**src/rtl/atomic_counter_bank_if.sv**
```systemverilog
// Register-bus read port of atomic_counter_bank.
//   master : drives req_i, atomic_i, ch_sel_i; receives ack_o, count_o
//   slave  : the counter bank side
// SEL_W and BUS_W must match the bank instance that uses it.
//   req_i     read request, one per cycle, no backpressure
//   atomic_i  1 = snapshot selected channel and return word 0,
//             0 = return next word of the existing snapshot
//   ch_sel_i  channel for an atomic read
//   ack_o     registered response valid, one cycle after the request
//   count_o   response word, 0 whenever ack_o is low
interface atomic_counter_bank_if #(
  parameter int SEL_W = 2,
  parameter int BUS_W = 32
);
  logic             req_i;
  logic             atomic_i;
  logic [SEL_W-1:0] ch_sel_i;
  logic             ack_o;
  logic [BUS_W-1:0] count_o;

  modport master (output req_i, atomic_i, ch_sel_i, input ack_o, count_o);
  modport slave  (input req_i, atomic_i, ch_sel_i, output ack_o, count_o);
endinterface

```
**src/rtl/atomic_counter_bank.sv**
```systemverilog
// Multi-channel event counter bank with tear-free readout of wide counters
// over a narrow bus. An atomic read copies the selected counter (including
// a trigger in the same cycle) into one shared shadow register and returns
// its low word; non-atomic reads walk the remaining shadow words while the
// live counters keep running.
//
// Ports:
//   clk       single clock, rising edge
//   reset_n   asynchronous active-low reset
//   trig_i    per-channel increment pulse (+1 per cycle high)
//   bus       atomic_counter_bank_if.slave read port (req/atomic/ch_sel in,
//             ack/count out, 1-cycle latency)
//   ovf_o     sticky per-channel wrap flag, cleared by an atomic read of
//             that channel unless it wraps again in the same cycle
//
// Build option ATOMIC_CTR_CLEAR_ON_READ_EN: when defined, a valid atomic read
// also zeroes the selected counter; the snapshot still holds cnt+trig so no
// event is lost. When undefined, reads never modify the counters.
module atomic_counter_bank #(
  parameter int  NUM_CH = 4,
  parameter int  CNT_W  = 64,
  parameter int  BUS_W  = 32,
  localparam int NWORDS = CNT_W / BUS_W,
  localparam int SEL_W  = (NUM_CH > 1) ? $clog2(NUM_CH) : 1,
  localparam int PTR_W  = (NWORDS > 1) ? $clog2(NWORDS) : 1
) (
  input  logic                 clk,
  input  logic                 reset_n,
  input  logic [NUM_CH-1:0]    trig_i,
  atomic_counter_bank_if.slave bus,
  output logic [NUM_CH-1:0]    ovf_o
);

  logic [CNT_W-1:0]  cnt      [NUM_CH];
  logic [CNT_W-1:0]  cnt_nxt  [NUM_CH];
  logic [NUM_CH-1:0] wrap;
  logic [NUM_CH-1:0] sel_hit;
  logic [CNT_W-1:0]  shadow;
  logic [CNT_W-1:0]  snap;
  logic [PTR_W-1:0]  ptr;
  logic [PTR_W-1:0]  ptr_inc;
  logic [BUS_W-1:0]  word_sel;
  logic              sel_ok;
  logic              rd_snap;
  logic              rd_next;
  logic              ack_q;
  logic [BUS_W-1:0]  count_q;

  always_comb begin
    // Extra top bit keeps the range check correct when NUM_CH == 2**SEL_W.
    sel_ok  = ({1'b0, bus.ch_sel_i} < (SEL_W+1)'(NUM_CH));
    rd_snap = bus.req_i & bus.atomic_i & sel_ok;
    rd_next = bus.req_i & ~bus.atomic_i;
    snap    = '0;
    sel_hit = '0;
    for (int c = 0; c < NUM_CH; c++) begin
      cnt_nxt[c] = cnt[c] + CNT_W'(trig_i[c]);
      wrap[c]    = trig_i[c] & (&cnt[c]);
      if (rd_snap && (bus.ch_sel_i == SEL_W'(c))) begin
        sel_hit[c] = 1'b1;
        snap       = cnt_nxt[c];
      end
    end
    word_sel = '0;
    for (int k = 0; k < NWORDS; k++) begin
      if (ptr == PTR_W'(k)) word_sel = shadow[k*BUS_W +: BUS_W];
    end
    ptr_inc = (ptr == PTR_W'(NWORDS - 1)) ? '0 : ptr + 1'b1;
  end

  always_ff @(posedge clk or negedge reset_n) begin
    if (!reset_n) begin
      for (int c = 0; c < NUM_CH; c++) cnt[c] <= '0;
      ovf_o <= '0;
    end else begin
      for (int c = 0; c < NUM_CH; c++) begin
`ifdef ATOMIC_CTR_CLEAR_ON_READ_EN
        cnt[c] <= sel_hit[c] ? '0 : cnt_nxt[c];
`else
        cnt[c] <= cnt_nxt[c];
`endif
        // A wrap in the read cycle outranks the read's clear.
        if (wrap[c])         ovf_o[c] <= 1'b1;
        else if (sel_hit[c]) ovf_o[c] <= 1'b0;
      end
    end
  end

  always_ff @(posedge clk or negedge reset_n) begin
    if (!reset_n) begin
      shadow  <= '0;
      ptr     <= '0;
      ack_q   <= 1'b0;
      count_q <= '0;
    end else begin
      ack_q   <= bus.req_i;
      count_q <= '0;
      if (rd_snap) begin
        shadow  <= snap;
        ptr     <= PTR_W'(1 % NWORDS);
        count_q <= snap[BUS_W-1:0];
      end else if (rd_next) begin
        ptr     <= ptr_inc;
        count_q <= word_sel;
      end
      // Out-of-range atomic read: ack with zero data, shadow/ptr untouched.
    end
  end

  assign bus.ack_o   = ack_q;
  assign bus.count_o = count_q;

endmodule

```
**src/flat_wrapper.sv**
```systemverilog
// flat-port wrapper written by rule: the top's interface ports become plain ports
module atomic_counter_bank_flat 
#(
  parameter int  NUM_CH = 4,
  parameter int  CNT_W  = 64,
  parameter int  BUS_W  = 32,
  localparam int NWORDS = CNT_W / BUS_W,
  localparam int SEL_W  = (NUM_CH > 1) ? $clog2(NUM_CH) : 1,
  localparam int PTR_W  = (NWORDS > 1) ? $clog2(NWORDS) : 1
)
  (clk, reset_n, trig_i, ovf_o, bus_req_i, bus_atomic_i, bus_ch_sel_i, bus_ack_o, bus_count_o);
  atomic_counter_bank_if #(.SEL_W(2), .BUS_W(BUS_W)) bus_i ();
  input  logic clk;
  input  logic reset_n;
  input  logic [NUM_CH-1:0] trig_i;
  output logic [NUM_CH-1:0] ovf_o;
  input wire logic [$bits(bus_i.req_i)-1:0] bus_req_i;
  input wire logic [$bits(bus_i.atomic_i)-1:0] bus_atomic_i;
  input wire logic [$bits(bus_i.ch_sel_i)-1:0] bus_ch_sel_i;
  output wire logic [$bits(bus_i.ack_o)-1:0] bus_ack_o;
  output wire logic [$bits(bus_i.count_o)-1:0] bus_count_o;
  assign bus_i.req_i = bus_req_i;
  assign bus_i.atomic_i = bus_atomic_i;
  assign bus_i.ch_sel_i = bus_ch_sel_i;
  assign bus_ack_o = bus_i.ack_o;
  assign bus_count_o = bus_i.count_o;
  atomic_counter_bank #(.NUM_CH(NUM_CH), .CNT_W(CNT_W), .BUS_W(BUS_W)) u_core (.clk(clk), .reset_n(reset_n), .trig_i(trig_i), .bus(bus_i), .ovf_o(ovf_o));
endmodule
```
**config.mk**
```make
export PLATFORM = sky130hd
export DESIGN_NAME = atomic_counter_bank_flat
export DESIGN_NICKNAME = d
export VERILOG_FILES = /design/src/rtl/atomic_counter_bank_if.sv /design/src/rtl/atomic_counter_bank.sv /design/src/flat_wrapper.sv
export SDC_FILE = /design/constraint.sdc
export NUM_CORES = 1
export LEC_CHECK = 0
export BUFFER_PORTS_ARGS = -buffer_cell sky130_fd_sc_hd__buf_2
export CAP_MARGIN = 0
export CORE_ASPECT_RATIO = 1.25
export CORE_MARGIN = 8
export CORE_UTILIZATION = 57
export DETAILED_ROUTE_END_ITERATION = 7
export PLACE_DENSITY = 0.77
export SLEW_MARGIN = 40
export SYNTH_ARGS = -nofsm -noshare
export SYNTH_HDL_FRONTEND = slang
export SYNTH_SLANG_ARGS = --single-unit
```
**constraint.sdc**
```tcl
create_clock -name clk -period 2.8 [get_ports clk]
set_input_delay 0.14 -clock clk [delete_from_list [all_inputs] [get_ports clk]]
set_output_delay 0.14 -clock clk [all_outputs]
set_load 0.005 [all_outputs]
```
# Yosys cells after proc, flatten, opt, wreduce, memory -nomap -nowiden
# Cells that the tools add are included.
# classes
n_addsub	5
eq_ne	3
muxes	22
bitwise	7
n_reduce_logical	14
# ops
cell	count
$add 64x1->64	4
$mux 64	4
$reduce_and 64->1	4
$mux 32	3
$mux 1	15
$reduce_bool 2->1	5
$and 1x1->1	6
$eq 2x2->1 const B	2
$logic_and 1x1->1	4
$eq 2x1->1 const B	1
$logic_not 2->1	1
$add 1x1->1 const B	1
$not 1->1	1
# word_totals
register_bits	358
input_bits	10
out_inout_bits	37
word_cells	63

# Longest topological paths before layout
# logic_depth
depth_word	7
mapped_depth	11
ltp_nobuf	9

# Worst setup path after synthesis
# OpenSTA, ideal clock, no wires.
# synth_path
kind	register -> register
from	register u_core.cnt[64] (netlist name)
to	register u_core.shadow[52]
setup_time_ns	0.126
arrival_time_ns	2.572
required_time_ns	2.674
path_slack_ns	0.102
path_stages_with_launch	12
n_path_buf	2
period_less_slack_ns	2.698
cell_sequence	dfrtp_1 -> ha_1 -> ha_1 -> nand2_1 -> or4_1 -> buf_2 -> or3_1 -> clkbuf_2 -> nor3_2 -> xor2_1 -> o221a_2 -> a221o_1
# synth_rtl
item	line_no	source
from (decl)	atomic_counter_bank.sv:34	logic [CNT_W-1:0] cnt [NUM_CH];
from (signal, indexed assignment)	atomic_counter_bank.sv:80	cnt[c] <= cnt_nxt[c];
to (signal assigned)	atomic_counter_bank.sv:99	shadow <= snap;
to (decl)	atomic_counter_bank.sv:38	logic [CNT_W-1:0] shadow;

==> results.rst <==
.. list-table::
   :header-rows: 1

   * - Metric
     - Value
   * - Stage delay of the slowest cell on the critical path
     - ~460 ps
   * - Outcome
     - finished clean
   * - Power density over the cells
     - just under 600 mW/mm2
   * - Sink Count
     - 358
   * - Clock root buffer
     - clkbuf_16
   * - Post-Synthesis Net Count
     - between 1,500 and 2,000
   * - Worst-case vdd ir drop
     - ~0.0006 V
   * - Final Critical Period
     - ~2800 ps
   * - Final cell count without fillers
     - around 2,300
   * - Number of DRC violations after detailed routing
     - 0
   * - Sort of element at the end of the critical path
     - flop
   * - Iteration count of the initial detailed-routing pass
     - 6
   * - Number of cells after detailed placement
     - roughly 2,300
   * - Clock-pin slew reported for the worst setup and hold paths after clock tree synthesis
     - approximately 70 ps
   * - Seq. cell area
     - 0.008960 mm2
   * - Die extent in x
     - ~170 um
   * - Unique cell type count in the Yosys netlist
     - between 70 and 80
   * - WP data arrival
     - roughly 3200 ps
   * - Buffer depth of the longest clock path
     - 3
   * - Global Route Usage Sum
     - 0.3185
   * - Pin count of the biggest net entering global routing
     - 124
   * - Cts bufs inserted
     - 37
   * - Post-synth top area cell
     - dfrtp_1
   * - Later-pin clock latency in the skew report
     - between 500 and 600 ps
   * - Number of buffers and inverters on the critical path
     - 1
   * - Routed via count
     - roughly 15,000
   * - Flop and latch count out of synthesis
     - around 360
   * - Fraction of the cycle the final worst path needs
     - 0.9995
   * - Std-Cell Core Area
     - about 0.031 mm2
   * - Syn Area/Cell
     - a little over 10 um2
   * - Critical path's most frequent cell
     - or3_1
   * - Critical path, cell by cell
     - nand3_2 > or3_1 > or3_1 > nor2_1 > xor2_1 > a221oi_1 > buf_4 > a21oi_1
   * - Number of synthesized flops with an enable pin
     - 0
   * - Site Rows
     - ~70
   * - Depth of the CTS H-tree
     - 2
   * - Global-route wire length before repair
     - 89,350 um
   * - Most frequent cells after synthesis
     - dfrtp_1 (358), nand2_1 (161), xor2_1 (131)
   * - Initial antenna violation count
     - 1
   * - IO Count
     - between 40 and 50
   * - DIE AREA
     - between 0.03 and 0.04 mm2
   * - Dominant register cell in the synthesized netlist
     - dfrtp_1
   * - Final ANT Viol Nets
     - 0
   * - Total placed instance area
     - between 0.015 and 0.02 mm2
   * - Share of synthesized area occupied by flip-flops and latches
     - 0.5017
   * - Largest fanout on the critical path
     - 4
   * - Final setup violation count
     - 0
   * - Share of post-route cells with drive strength above 1
     - 0.1778
   * - Layout overhead on the synthesized area
     - 16.78%
   * - Antenna cell count
     - 0
   * - Final setup skew
     - approximately 24 ps
   * - Relative slew slack
     - 0.4853
   * - Multi-input gate area in the final layout
     - 0.008642 mm2
   * - Path type of the worst setup path
     - reg2reg
   * - Synth Instances
     - between 1,500 and 2,000
   * - Startpoint type of the worst setup path
     - flop
   * - Final routed wire length divided by cell count
     - 25.47 um
   * - Number of filler cells placed in the layout
     - ~2,500
   * - Data required time at the worst endpoint
     - between 3000 and 4000 ps
   * - Number of input and output port buffers inserted
     - between 40 and 50
   * - Total wire length after detailed routing
     - 59,650 um
   * - Vert. Die Dim
     - about 210 um
   * - Max_cap viols
     - 0
   * - Share of Yosys cell area claimed by the top area cell type
     - 0.5017
   * - Summed area of non-filler cells in the final layout
     - around 0.021 mm2
   * - Share of async-settable or async-resettable flops after synthesis
     - 1.000
   * - Standby leakage power
     - between 9 and 10 nW
   * - TNS Setup
     - 0 ps
   * - Vias per cell
     - approximately 6.4
   * - Number of pins exceeding their max-slew limit in the final report
     - 0
   * - Hold Fails Final Rpt
     - 0
   * - Min-Delay Path Class
     - in2async
   * - Cell area after technology mapping
     - around 0.018 mm2
   * - Initial standard-cell utilization of the core
     - 0.5779
   * - Total Nets Final
     - between 1,500 and 2,000
   * - Transition time at the pin with the least slew margin
     - between 700 and 800 ps
   * - RePlAce Congestion
     - between 0.9 and 1
   * - Detailed placement HPWL
     - about 44,000 um
   * - Number of warnings printed during yosys synthesis
     - 0
   * - Number of global-route vias before repair
     - 14,930
   * - First DRT Iteration DRCs
     - ~1,800
   * - Total congestion overflow
     - 0
   * - Cell family contributing the most delay on the critical path
     - simple AND/OR/NAND/NOR gates
   * - Cells taking the most area after synthesis
     - dfrtp_1 (50%), xor2_1 (6.4%), xnor2_1 (5.2%)
   * - TritonCTS clock tree
     - built
   * - Max Clock Freq
     - ~360 MHz
   * - Most frequent cell after synthesis
     - dfrtp_1
   * - Worst path slowest cell
     - dfrtp_1
## state kept, by name, summed over array words and instances, names as in the netlist
register,cells
u_core.bus.ack_o,1
u_core.bus.count_o,32
u_core.cnt,256
u_core.ovf_o,4
u_core.ptr,1
u_core.shadow,64
## cell type report
class | count | share of cell area
tap | 407 | 0.02442
clock buffer | 52 | 0.04962
sequential | 358 | 0.4297
inverter | 50 | 0.009001
clock inverter | 13 | 0.007741
timing repair buffer | 184 | 0.06505
multi-input combinational | 1278 | 0.4145
## through the flow
stage / util / setup slack, ps / hold WS [ps] / power (mW)
2_1_floorplan: - / 102.5 / -155.6 / 6.642
3_3_place_gp: 0.6259 / 71.11 / 53.45 / 7.320
3_5_place_dp: 0.6261 / 2.359 / 60.31 / 7.361
4_1_cts: 0.6673 / 0.01243 / 81.72 / 12.34
5_1_grt: 0.6748 / -11.55 / 93.67 / 12.73
6_report: 0.6748 / 1.336 / 80.12 / 12.36
## cells by family after synthesis
kind of cell	synth area share
mux	0.04807
buf+inv	0.02635
compound gates	0.08219
fa+ha+maj	0.006307
xor+xnor	0.1162
simple gates	0.2191
flops	0.5017
## cell usage in the layout (no fill, tap or decap), drive strengths merged, types with 7 or more instances in the layout
master       count
dfrtp          358
buf            177
nand2          162
xor2           131
nor2           130
xnor2          106
nand3           98
nor3            96
nand4           84
o21ai           53
mux2i           52
inv             52
clkbuf          52
nor4            45
and3            36
a21oi           26
mux2            22
o22ai           20
and4            20
or3             17
or2             16
or4             16
and2            12
a221oi          10
o31ai            9
a22oi            9
ha               9
o21a             8
a21o             8
dlygate4sd3      7
clkinv           7
## path summary, 6_finish.rpt
| kind | slack (ps) | cells past startpoint | endpoint | startpoint |
|---|---|---|---|---|
| setup / recovery | 1 | 8 | u_core.bus.count_o[27]$_DFF_PN0_ | u_core.cnt[14]$_DFF_PN0_ |
| hold / removal | 80 | 2 | u_core.shadow[14]$_DFFE_PN0P_ | reset_n |
| setup reg to reg | 1 | 8 | u_core.bus.count_o[27]$_DFF_PN0_ | u_core.cnt[14]$_DFF_PN0_ |
| hold reg to reg | 480 | 2 | u_core.shadow[0]$_DFFE_PN0P_ | u_core.shadow[0]$_DFFE_PN0P_ |
| max in group asynchronous | 1720 | 3 | u_core.cnt[220]$_DFF_PN0_ | reset_n |
| min in group clk | 160 | 3 | u_core.shadow[6]$_DFFE_PN0P_ | bus_ch_sel_i[1] |
## report_power, final
group          internal (mW)  leakage, nW  switching [mW]  total [mW]
logic                  0.602         4.61           0.876        1.48
registers               5.52         4.74           0.367        5.89
clock network           2.88        0.582            2.11        4.99
## per-layer routing
metal | global-route usage | routed length [um]
met1 | 0.3961 | 22960
met2 | 0.5138 | 27770
met3 | 0.05408 | 4724
met4 | 0.2052 | 4180
met5 | 0 | 13
## repair_timing
item / CTS / global route
endpoints found under the setup margin: 1 / 35
pin swaps: 0 / 5
hold buffers: 7 / 0
gates resized for setup: 1 / 38
buffers inserted: 0 / 5
hold endpoints to repair: 244 / 0
Note: power is estimated with default switching activity, not from simulation.
